==> src/rtl/freq_sample_writer.sv <==
// Write side of the frequency meter's measurement memory: counts synchronized
// rising edges of sig_in over a fixed gate window and writes each count to a 4-slot ring.
module freq_sample_writer #(
  parameter int unsigned N           = 26,
  parameter int unsigned GATE_CYCLES = 100000000
) (
  input  logic         clk,
  input  logic         reset_n,
  input  logic         sig_in,
  input  logic         enable,
  output logic [1:0]   addr_w,
  output logic [N-1:0] data_w,
  output logic         we,
  output logic         filled,
  output logic         gate_active
);

  localparam int unsigned GW = (GATE_CYCLES > 1) ? $clog2(GATE_CYCLES) : 1;
  localparam logic [GW-1:0] GATE_LAST = GW'(GATE_CYCLES - 1);
  localparam logic [N-1:0]  EDGE_MAX  = '1;

  typedef enum logic [1:0] {
    IDLE  = 2'd0,
    GATE  = 2'd1,
    WRITE = 2'd2
  } state_t;

  state_t         state, state_next;
  logic           s1, s2, s3;
  logic           rise;
  logic [GW-1:0]  gate_cnt, gate_cnt_next;
  logic [N-1:0]   edge_cnt, edge_cnt_next, edge_inc;

  // Three-flop synchronizer; the third stage only serves edge detection
  always_ff @(posedge clk) begin
    if (!reset_n) begin
      s1 <= 1'b0;
      s2 <= 1'b0;
      s3 <= 1'b0;
    end else begin
      s1 <= sig_in;
      s2 <= s1;
      s3 <= s2;
    end
  end

  assign rise = s2 & ~s3;

  // Saturating edge count including this cycle's rise
  always_comb begin
    edge_inc = edge_cnt;
    if (rise && (edge_cnt != EDGE_MAX)) begin
      edge_inc = edge_cnt + N'(1);
    end
  end

  always_ff @(posedge clk) begin
    if (!reset_n) begin
      state <= IDLE;
    end else begin
      state <= state_next;
    end
  end

  // Next state and counter updates; counters default to clear outside GATE
  always_comb begin
    state_next    = state;
    gate_cnt_next = '0;
    edge_cnt_next = '0;
    case (state)
      IDLE: begin
        if (enable) begin
          state_next = GATE;
        end
      end
      GATE: begin
        if (!enable) begin
          state_next = IDLE;
        end else if (gate_cnt == GATE_LAST) begin
          state_next = WRITE;
        end else begin
          gate_cnt_next = gate_cnt + GW'(1);
          edge_cnt_next = edge_inc;
        end
      end
      WRITE: begin
        state_next = enable ? GATE : IDLE;
      end
      default: begin
        state_next = IDLE;
      end
    endcase
  end

  // Registered outputs, loaded from the next-state decode so they align with state
  always_ff @(posedge clk) begin
    if (!reset_n) begin
      gate_cnt    <= '0;
      edge_cnt    <= '0;
      addr_w      <= 2'd0;
      data_w      <= '0;
      we          <= 1'b0;
      filled      <= 1'b0;
      gate_active <= 1'b0;
    end else begin
      gate_cnt    <= gate_cnt_next;
      edge_cnt    <= edge_cnt_next;
      we          <= (state_next == WRITE);
      gate_active <= (state_next == GATE);
      if ((state == GATE) && (state_next == WRITE)) begin
        data_w <= edge_inc;
      end
      if (state == WRITE) begin
        addr_w <= addr_w + 2'd1;
        if (addr_w == 2'd3) begin
          filled <= 1'b1;
        end
      end
    end
  end

endmodule

==> config.mk <==
export PLATFORM = sky130hd
export DESIGN_NAME = freq_sample_writer
export DESIGN_NICKNAME = d
export VERILOG_FILES = /design/src/rtl/freq_sample_writer.sv
export SDC_FILE = /design/constraint.sdc
export NUM_CORES = 1
export LEC_CHECK = 0
export ABC_AREA = 0
export CORE_MARGIN = 2
export CORE_UTILIZATION = 53
export DETAILED_ROUTE_END_ITERATION = 7
export PLACE_DENSITY = 0.8
export SYNTH_ARGS = -nofsm -noshare
export SYNTH_HDL_FRONTEND = slang
export SYNTH_SLANG_ARGS = --single-unit
==> constraint.sdc <==
create_clock -name clk -period 2 [get_ports clk]
set_input_delay 0.6 -clock clk [delete_from_list [all_inputs] [get_ports clk]]
set_output_delay 0.6 -clock clk [all_outputs]
set_load 0.005 [all_outputs]
==> flow_metrics.env, run 1 <==
export IMPL_run_status="finished, final reports clean"
export IMPL_final_cell_mix="85 x dfxtp_1, 70 x nor2_1, 34 x clkdlybuf4s50_1"
export IMPL_rows=30
export IMPL_clock_latency_ps=370
export IMPL_gr_total_overflow=0
export IMPL_drcViolationCount=0
export IMPL_seqPwrFrac_pct=57.6
export IMPL_power_switching_mw=0.6735
export IMPL_core_area_um2=6719
export IMPL_synth_edf_count=0
export IMPL_clk_path_buf_depth=2
export IMPL_wl_per_cell_um=14.17
export IMPL_synthCells=404
export IMPL_drt_wl_total_mm=7.835
export IMPL_htree_levels=3
export IMPL_syn_num_nets=411
export IMPL_holdCritPathClass="flip-flop to flip-flop"
export IMPL_worstPathBufferInverterCount=0
export IMPL_layout_commonest_cell="dfxtp_1"
export IMPL_grt_pass1_wl_mm=12.97
export IMPL_hold_depth=1
export IMPL_layout_drive_gt1_share_pct=13.53
export IMPL_antenna_found_initial=0
export IMPL_peakVddDrop_v=0.0004840
export IMPL_async_reset_ff_share_pct=0
export IMPL_drt_pass1_iterations=4
export IMPL_finalHoldViolCount=0
export IMPL_die_width_um=86.96
export IMPL_cp_end_kind="flip-flop"
export IMPL_cts_root_buffer="clkbuf_8"
export IMPL_track_usage_pct=21.94
export IMPL_place_area_um2=4250
export IMPL_max_freq_mhz=516.8
export IMPL_fin_crit_sh_pct=96.76
export IMPL_vias=3075
export IMPL_initial_utilization_pct=54.28
export IMPL_ctsHoldBuffers=0
export IMPL_vias_per_cell=5.561
export IMPL_synth_seq_cells=89
export IMPL_rsz0062_at_grt="true"
export IMPL_startpoint_type="flip-flop"
export IMPL_num_antenna_cells=0
export IMPL_layout_nets=475
export IMPL_placedCellCount=535
export IMPL_first_iter_violations=149
export IMPL_syn_area_um2=3647
export IMPL_cp_slowest_cell="dfxtp_1"
export IMPL_cts_sinks=89
export IMPL_die_y_um=86.96
export IMPL_clock_power_share_pct=40.6
export IMPL_ys_flop_type="dfxtp_1"
export IMPL_io_pins=35
export IMPL_cts_made_buffers=9
export IMPL_setup_tns_ps=0
export IMPL_place_gp_congestion=0.8383
export IMPL_cp_max_fo=4
export IMPL_total_power_mw=3.085
export IMPL_grt_pass1_vias=2937
export IMPL_yosysUniqueCellTypes=40
export IMPL_synth_warnings=0
export IMPL_worstMarginPinSlew_ps=521.3
export IMPL_min_period_ps=1935
export IMPL_p_int_mw=2.411
export IMPL_skew_ps=9.830
export IMPL_hpwl_mm=5.449
export IMPL_swShare_pct=21.83
export IMPL_worstPathRequired_ps=2310
export IMPL_ys_seq_area_share_pct=48.85
export IMPL_p_leak_nw=1.627
export IMPL_comb_power_share_pct=1.8
export IMPL_grt_max_degree=31
export IMPL_fin_ws_ps=64.85
export IMPL_p_per_area_nw_per_um2=682.8
export IMPL_max_stage_delay_ps=420
export IMPL_worst_ep_arrival_time_ps=2250
export IMPL_final_cells=553
export IMPL_syn2layout_area_growth_pct=23.88
export IMPL_slew_headroom_pct=64.98
export IMPL_avgSynthCellArea_um2=9.028
export IMPL_crit_family="simple AND/OR/NAND/NOR gates"
export IMPL_path_depth=6
export IMPL_drv_cap=0
export IMPL_reg2reg_depth=6
export IMPL_tritoncts="built"
export IMPL_dp_slack_ps=-67.43
export IMPL_setup_violations_final=0
export IMPL_critPathKind="flip-flop to flip-flop"
export IMPL_portBuffers=34
export IMPL_die_area_um2=7561
export IMPL_final_max_slew_viol_count=0
export IMPL_drtAntennaViolNets=0
export IMPL_crit_chain="nand4_2 -> nand2b_1 -> a2111oi_2 -> and3_1 -> xor2_1 -> o221a_1"
export IMPL_final_cell_area_um2=4518
export IMPL_clk_pin_slew_worst_paths_ps=90
-- cell usage after synthesis (all sizes together), types with 7 or more instances --
library cell  count  share of area (%)
a21oi            26                3.7
dfxtp            89                 49
and3              8                1.4
nor2b             7                1.2
xor2             28                6.7
nor2             70                7.2
nand4            16                3.5
nand3            24                3.3
buf               7                1.8
o21ai            26                3.6
xnor2            18                4.3
nand2            26                2.7
and4              8                1.9
nor3              8                1.1
-- layer usage --
layer / vias up / track usage, % / part of all wire, %
met4: 0 / 9.659 / 2.1
met5: - / 0 / 0
met1: 1462 / 26.75 / 44
met2: 73 / 37.06 / 48
li1: 1518 / - / -
met3: 22 / 4.834 / 5.0
-- what timing repair did --
item | 4_1_cts | 5_1_grt
setup endpoints to repair | 0 | 54
gates resized for setup | 0 | 8
buffers inserted | 0 | 1
-- worst register-to-register path, cell delays in order (launching register included) --
cell       delay, ps
dfxtp_1          420
nand4_2          190
nand2b_1         220
a2111oi_2        420
and3_1           230
xor2_1           200
o221a_1          200
-- kinds of logic after synthesis --
| logic type | count (synthesis) | share of synthesized area, % |
|---|---|---|
| AO/OA/AOI/OAI | 59 | 9.057 |
| AND/OR/NAND/NOR | 187 | 26.38 |
| flip-flops | 89 | 48.85 |
| XOR/XNOR | 46 | 11.05 |
| adder cells (fa/ha/maj) | 3 | 1.029 |
| buffers and inverters | 17 | 2.813 |
| multiplexers | 3 | 0.8234 |
-- cell type report --
class,instances,area [µm²]
Fill cell,512,2201
Multi-Input combinational cell,298,1788
Sequential cell,89,1787
Timing Repair Buffer,66,623.1
Clock buffer,10,137.6
Tap cell,80,100.1
Clock inverter,6,67.56
Inverter,4,15.01
-- sequential cells by signal (all words and copies together), names as in the netlist --
register	cells
data_w	26
s2	1
s3	1
filled	1
gate_cnt	27
addr_w	2
state	2
we	1
gate_active	1
edge_cnt	26
s1	1
-- power groups by stage --
stage / Clock, mW / Sequential, mW / Combinational (mW)
6_report: 1.25 / 1.78 / 0.0556
5_1_grt: 1.35 / 1.78 / 0.0601
4_1_cts: 1.28 / 1.78 / 0.0523
3_5_place_dp: 0 / 1.82 / 0.0519
3_3_place_gp: 0 / 1.82 / 0.0512
2_1_floorplan: 0 / 1.82 / 0.0304
-- final timing paths --
path | start | endpoint | slack, ps
max | edge_cnt[18] | data_w[25] | 60
max reg2reg | edge_cnt[18] | data_w[25] | 60
min reg2reg | gate_cnt[0] | gate_cnt[0] | 430
min | gate_cnt[0] | gate_cnt[0] | 430
-- per-stage QoR --
stage	util, %	hold WS (ps)
after floorplan	-	411.9
after global placement	63.26	414.7
after detailed placement	63.26	433.2
after CTS	66.31	455.3
after global routing	67.24	463.8
final	67.24	432.1
Power figures use the tool's default switching activity.
==> run 2: changes to the inputs <==
--- a/config.mk
+++ b/config.mk
@@ -5,11 +5,13 @@
 export SDC_FILE = /design/constraint.sdc
 export NUM_CORES = 1
 export LEC_CHECK = 0
-export ABC_AREA = 0
+export ABC_AREA = 1
 export CORE_MARGIN = 2
 export CORE_UTILIZATION = 53
 export DETAILED_ROUTE_END_ITERATION = 7
-export PLACE_DENSITY = 0.8
+export GPL_TIMING_DRIVEN = 1
+export MAX_ROUTING_LAYER = met4
+export PLACE_DENSITY = 0.78
 export SYNTH_ARGS = -nofsm -noshare
 export SYNTH_HDL_FRONTEND = slang
 export SYNTH_SLANG_ARGS = --single-unit
==> run 2 against run 1 <==
  * Worst setup slack gained 36 ps
  * Register-to-register slack gained 40 ps
  * Clock skew shrank 3.3 ps
  * Utilization shrank 1.8 points
  * Non-clock buffer count shrank 11
  * Flip-flop and latch count is the same
  * Clock power grew 4%
  * Sequential power is essentially flat
  * Sequential share of layout area shrank 6.5 points
  * Design area grew 20%
  * Critical path type unchanged
==> flow_metrics.env, run 2 <==
export IMPL_run_status="finished, final reports clean"
export IMPL_synth_adder_area_share_pct=0.8253
export IMPL_grtUsageMet2_pct=41.67
export IMPL_die_width_um=96.64
export IMPL_holdCritPathClass="flip-flop to flip-flop"
export IMPL_r2r_start="gate_cnt[1]"
export IMPL_slew_headroom_pct=73.32
export IMPL_clk_pin_slew_worst_paths_ps=90
export IMPL_async_reset_ff_share_pct=0
export IMPL_worstPathRequired_ps=2260
export IMPL_place_gp_congestion=0.9777
export IMPL_setup_tns_ps=0
export IMPL_peakVddDrop_v=0.0003353
export IMPL_reg2reg_depth=10
export IMPL_drtAntennaViolNets=0
export IMPL_die_area_um2=9338
export IMPL_layout_nets=752
export IMPL_wl_per_cell_um=12.44
export IMPL_layout_drive_gt1_share_pct=10.00
export IMPL_layout_commonest_cell="nand2_1"
export IMPL_rows=33
export IMPL_critPathKind="flip-flop to flip-flop"
export IMPL_synth_top_cell_area_share_pct=39.17
export IMPL_synth_commonest_cells="189 x nand2_1, 139 x nor2_1, 89 x dfxtp_1"
export IMPL_synth_seq_cells=89
export IMPL_portBuffers=34
export IMPL_synthCells=695
export IMPL_holdPathEnd="s3"
export IMPL_synthTopCellsByArea="dfxtp_1 39%, nand2_1 16%, nor2_1 11%"
export IMPL_synth_edf_count=0
export IMPL_total_power_mw=3.151
export IMPL_yosysUniqueCellTypes=32
export IMPL_fin_ws_ps=101.2
export IMPL_worstPathBufferInverterCount=2
export IMPL_fin_crit_sh_pct=94.94
export IMPL_syn_area_um2=4548
export IMPL_drt_pass1_iterations=4
export IMPL_synth_xor_area_share_pct=4.044
export IMPL_hold_depth=2
export IMPL_drcViolationCount=0
export IMPL_synth_warnings=0
export IMPL_vias_per_cell=5.154
export IMPL_grt_max_degree=24
export IMPL_p_leak_nw=1.965
export IMPL_largest_reg_flops=27
export IMPL_tritoncts="built"
export IMPL_rrSetupSlack_ps=100
export IMPL_final_cell_area_um2=5405
export IMPL_track_usage_pct=23.80
export IMPL_cts_made_buffers=9
export IMPL_cts_root_buffer="clkbuf_8"
export IMPL_finalHoldViolCount=0
export IMPL_max_stage_delay_ps=350
export IMPL_drv_cap=0
export IMPL_startpoint_type="flip-flop"
export IMPL_drt_wl_total_mm=10.64
export IMPL_skew_ps=6.562
export IMPL_antenna_found_initial=0
export IMPL_synth_compound_area_share_pct=7.510
export IMPL_num_antenna_cells=0
export IMPL_cp_slowest_cell="dfxtp_2"
export IMPL_avgSynthCellArea_um2=6.544
export IMPL_cp_end_kind="flip-flop"
export IMPL_first_iter_violations=206
export IMPL_grt_pass1_wl_mm=18.17
export IMPL_io_pins=35
export IMPL_synth_top_area_cell="dfxtp_1"
export IMPL_p_per_area_nw_per_um2=582.9
export IMPL_use_met3_pct=3.324
export IMPL_core_area_um2=8258
export IMPL_setup_violations_final=0
export IMPL_synth_simple_area_share_pct=39.01
export IMPL_worst_ep_arrival_time_ps=2160
export IMPL_clk_path_buf_depth=2
export IMPL_cp_max_fo=7
export IMPL_crit_family="simple AND/OR/NAND/NOR gates"
export IMPL_worstMarginPinSlew_ps=398.7
export IMPL_max_freq_mhz=526.6
export IMPL_dp_slack_ps=-85.03
export IMPL_place_area_um2=5112
export IMPL_syn_num_nets=702
export IMPL_muxShareOfSynthArea_pct=0
export IMPL_gr_total_overflow=0
export IMPL_grt_use_met1_pct=26.09
export IMPL_min_period_ps=1899
export IMPL_initial_utilization_pct=55.08
export IMPL_r2r_end="data_w[9]"
export IMPL_die_y_um=96.64
export IMPL_ys_seq_area_share_pct=39.17
export IMPL_hp_start="s2"
export IMPL_ys_flop_type="dfxtp_1"
export IMPL_final_cells=855
export IMPL_htree_levels=3
export IMPL_grt_pass1_vias=4250
export IMPL_crit_chain="ha_2 -> nand2_2 -> nor2_4 -> nand2_2 -> inv_2 -> nand3_4 -> nor2_4 -> clkinvlp_4 -> nor2_1 -> nor2_1"
export IMPL_syn2layout_area_growth_pct=18.84
export IMPL_grt_busiest_layer="met2"
export IMPL_clock_latency_ps=370
export IMPL_top_regs="gate_cnt x27, data_w x26, edge_cnt x26"
export IMPL_synth_top_family_by_area="simple AND/OR/NAND/NOR gates"
export IMPL_final_cell_mix="188 x nand2_1, 136 x nor2_1, 85 x dfxtp_1"
export IMPL_yosysMostFrequentCell="nand2_1"
export IMPL_final_max_slew_viol_count=0
export IMPL_vias=4407
export IMPL_cts_sinks=89
export IMPL_largest_register="gate_cnt"
export IMPL_placedCellCount=834
export IMPL_hpwl_mm=7.872
-- run 2: cell count changes in the layout (fill, tap and decap cells not counted), moves of 8 or more --
cell,delta
buf_4,-16
nor3_1,+9
and4_1,-8
and3_1,-8
xor2_1,-20
nand3_1,+20
nand2_1,+162
a21oi_1,+9
o21ai_0,-9
nor2_1,+66
inv_1,+75
-- run 2: how the worst max path moves through the flow --
stage | startpoint | to | slack [ps] | depth (start not counted)
floorplan | edge_cnt[0] | data_w[22] | 200 | 13
global placement | enable | data_w[0] | -30 | 6
detailed placement | enable | data_w[11] | -90 | 6
CTS | gate_cnt[1] | data_w[11] | 30 | 10
global route | gate_cnt[1] | data_w[12] | -20 | 10
finish | gate_cnt[1] | data_w[9] | 100 | 10
-- run 2: logic make-up after synthesis --
| kind of cell | count (synthesis) |
|---|---|
| adders and majority gates | 3 |
| xor gates and xnor gates | 21 |
| and+or+nand+nor | 420 |
| AOI/OAI and AO/OA | 62 |
| DFF | 89 |
| buffers and inverters | 100 |
-- run 2: what timing repair did --
item | CTS | global route
setup endpoints to repair | 0 | 23
gates resized for setup | 0 | 14
setup buffers | 0 | 4
hold endpoints to repair | 0 | 0
hold buffers | 0 | 0
-- run 2: through the flow --
stage | utilization, % | hold WS [ps]
finish | 65.45 | 429.9
detailed placement | 61.91 | 418.1
global placement | 61.91 | 410.6
CTS | 64.39 | 431.7
floorplan | - | 390.5
global route | 65.45 | 468.6
-- run 2: final cells by class --
cell class	count	area, µm²
flip-flops and latches	89	1787
well taps	105	131.4
clock buffers	11	141.4
repair buffers	55	589.3
repair inverters	1	7.507
clock inverters	5	63.81
multi-input cells	506	2367
fillers	738	2853
inverters	83	317.8
-- run 2: routing by layer --
metal / vias to the layer above / part of all wire [%]
met2: 86 / 50
met4: 0 / 3.4
met3: 31 / 2.7
met5: - / 0
li1: 2267 / -
met1: 2023 / 43
-- run 2: report_power, final --
| part | internal, mW | total [mW] | leakage, nW | switching, mW |
|---|---|---|---|---|
| clock network | 0.621 | 1.30 | 0.100 | 0.676 |
| logic | 0.0294 | 0.0756 | 1.15 | 0.0462 |
| registers | 1.78 | 1.78 | 0.720 | 0.00277 |
| total | 2.43 | 3.15 | 1.97 | 0.725 |
-- run 2: tightest hold or removal path, cell delays in order (launching register included) --
cell and delay (ps):
dfxtp_1 320, nand2_1 50, inv_1 30
==> run 3: changes to the inputs <==
--- a/config.mk
+++ b/config.mk
@@ -7,11 +7,12 @@
 export LEC_CHECK = 0
 export ABC_AREA = 1
 export CORE_MARGIN = 2
-export CORE_UTILIZATION = 53
+export CORE_UTILIZATION = 50
 export DETAILED_ROUTE_END_ITERATION = 7
 export GPL_TIMING_DRIVEN = 1
 export MAX_ROUTING_LAYER = met4
-export PLACE_DENSITY = 0.78
+export PLACE_DENSITY = 0.75
+export SKIP_LAST_GASP = 1
 export SYNTH_ARGS = -nofsm -noshare
 export SYNTH_HDL_FRONTEND = slang
 export SYNTH_SLANG_ARGS = --single-unit
==> constraint.sdc (replaced) <==
create_clock -name clk -period 1.9 [get_ports clk]
set_input_delay 0.57 -clock clk [delete_from_list [all_inputs] [get_ports clk]]
set_output_delay 0.57 -clock clk [all_outputs]
set_load 0.005 [all_outputs]
==> run 3 against run 2 <==
  * Combinational power is 11% higher
  * Clock skew grew 4.0 ps
  * Global-route usage shrank 1.1 points
  * First-iteration DRC count is 8.3% lower
  * Design area rose by 1.3%
  * Worst setup slack worse by 52 ps
  * Flip-flop and latch count unchanged
  * Final cell count grew 0.94%
  * Critical endpoint is now data_w[0]
  * Largest cell class unchanged
  * Largest power group unchanged
  * Highest routed layer unchanged
==> flow_metrics.env, run 3 (synthesized netlist as in run 2, its figures left out) <==
export IMPL_cp_end_kind="flip-flop"
export IMPL_clock_latency_ps=360
export IMPL_clock_power_share_pct=40.3
export IMPL_drv_cap=0
export IMPL_reg2reg_depth=10
export IMPL_setup_tns_ps=0
export IMPL_p_leak_nw=2.015
export IMPL_swShare_pct=21.51
export IMPL_slew_headroom_pct=53.75
export IMPL_run_status="finished, final reports clean"
export IMPL_startpoint_type="flip-flop"
export IMPL_clk_path_buf_depth=2
export IMPL_drt_pass1_iterations=4
export IMPL_num_antenna_cells=0
export IMPL_layout_nets=758
export IMPL_gr_total_overflow=0
export IMPL_initial_utilization_pct=51.90
export IMPL_worstMarginPinSlew_ps=691.2
export IMPL_hold_depth=2
export IMPL_drtAntennaViolNets=0
export IMPL_layout_drive_gt1_share_pct=12.58
export IMPL_largest_reg_flops=27
export IMPL_top_regs="gate_cnt x27, data_w x26, edge_cnt x26"
export IMPL_final_cell_mix="188 x nand2_1, 127 x nor2_1, 80 x dfxtp_1"
export IMPL_die_width_um=99.38
export IMPL_cp_max_fo=7
export IMPL_utilization_pct=62.46
export IMPL_io_pins=35
export IMPL_die_y_um=99.38
export IMPL_cts_made_buffers=9
export IMPL_dp_slack_ps=-100.9
export IMPL_power_switching_mw=0.7047
export IMPL_grt_pass1_vias=4229
export IMPL_ctsHoldBuffers=0
export IMPL_skew_ps=10.57
export IMPL_r2r_end="data_w[0]"
export IMPL_wl_per_cell_um=12.54
export IMPL_htree_levels=3
export IMPL_hpwl_mm=7.544
export IMPL_drcViolationCount=0
export IMPL_grt_pass1_wl_mm=17.99
export IMPL_holdCritPathClass="flip-flop to flip-flop"
export IMPL_worst_ep_arrival_time_ps=2110
export IMPL_die_area_um2=9875
export IMPL_vias=4406
export IMPL_portBuffers=34
export IMPL_track_usage_pct=22.73
export IMPL_rrSetupSlack_ps=50
export IMPL_final_max_slew_viol_count=0
export IMPL_grt_max_degree=41
export IMPL_rows=34
export IMPL_cts_root_buffer="clkbuf_8"
export IMPL_fin_crit_sh_pct=97.41
export IMPL_vias_per_cell=5.105
export IMPL_antenna_found_initial=0
export IMPL_peakVddDrop_v=0.0003460
export IMPL_clk_pin_slew_worst_paths_ps=80
export IMPL_setup_violations_final=0
export IMPL_cts_sinks=89
export IMPL_tritoncts="built"
export IMPL_core_area_um2=8763
export IMPL_comb_power_share_pct=2.6
export IMPL_drt_wl_total_mm=10.82
export IMPL_r2r_start="gate_cnt[1]"
export IMPL_fin_ws_ps=49.22
export IMPL_syn2layout_area_growth_pct=20.36
export IMPL_layout_commonest_cell="nand2_1"
export IMPL_hp_start="s1"
export IMPL_total_power_mw=3.276
export IMPL_max_freq_mhz=540.3
export IMPL_seqPwrFrac_pct=57.1
export IMPL_finalHoldViolCount=0
export IMPL_first_iter_violations=189
export IMPL_place_gp_congestion=0.9980
export IMPL_worstPathRequired_ps=2150
export IMPL_largest_register="gate_cnt"
export IMPL_p_int_mw=2.571
export IMPL_critPathKind="flip-flop to flip-flop"
export IMPL_p_per_area_nw_per_um2=598.4
export IMPL_min_period_ps=1851
export IMPL_holdPathEnd="s2"
## run 3: worst max-delay path, cell delays in order, from the launching register on
cell and delay (ps):
dfxtp_2 360, ha_4 160, nand2_4 60, nor2_4 130
nand2_2 80, inv_2 80, nand3_4 90, nor2_4 220
clkinvlp_4 300, nor2_2 180, nor2_1 60
## run 3: through the flow
step | hold WS [ps] | cells | instance area (µm²)
after floorplan | 390.5 | 695 | 4548
after global placement | 406.1 | 838 | 5086
after detailed placement | 414.4 | 838 | 5086
after CTS | 431.3 | 853 | 5281
after global routing | 456.8 | 863 | 5474
final | 429.9 | 863 | 5474
## run 3: layer usage
layer	track usage [%]	up-vias	part of all wire, %
met2	39.97	87	51
met3	4.427	29	3.4
li1	-	2284	-
met1	24.65	2006	42
met5	-	-	0
met4	10.64	0	2.9
## run 3: repair_timing
item                                    CTS  global route
endpoints found under the setup margin    0            38
endpoints found under the hold margin     0             0
gates resized for setup                   0            35
buffers inserted                          0             8
## run 3: cell type report
cell class              instances  area, µm²
repair buffers                 60      596.8
clock buffers                  12      155.1
flip-flops and latches         89       1793
multi-input cells             507       2429
well taps                     108      135.1
inverters                      83      317.8
repair inverters                1      7.507
fillers                       824       3289
clock inverters                 3      40.04
## run 3: power groups by stage
stage | clock network [mW] | logic (mW) | registers (mW)
after CTS | 1.35 | 0.0779 | 1.87
final | 1.32 | 0.0842 | 1.87
after global routing | 1.42 | 0.0919 | 1.87
after global placement | 0 | 0.0774 | 1.92
after floorplan | 0 | 0.0450 | 1.92
after detailed placement | 0 | 0.0778 | 1.92
## run 3: worst max-delay path by stage
stage | cells after the start | start | endpoint
finish | 10 | gate_cnt[1] | data_w[0]
global route | 9 | gate_cnt[20] | data_w[12]
CTS | 11 | edge_cnt[10] | data_w[15]
detailed placement | 7 | enable | data_w[15]
global placement | 7 | enable | data_w[15]
floorplan | 13 | edge_cnt[0] | data_w[22]
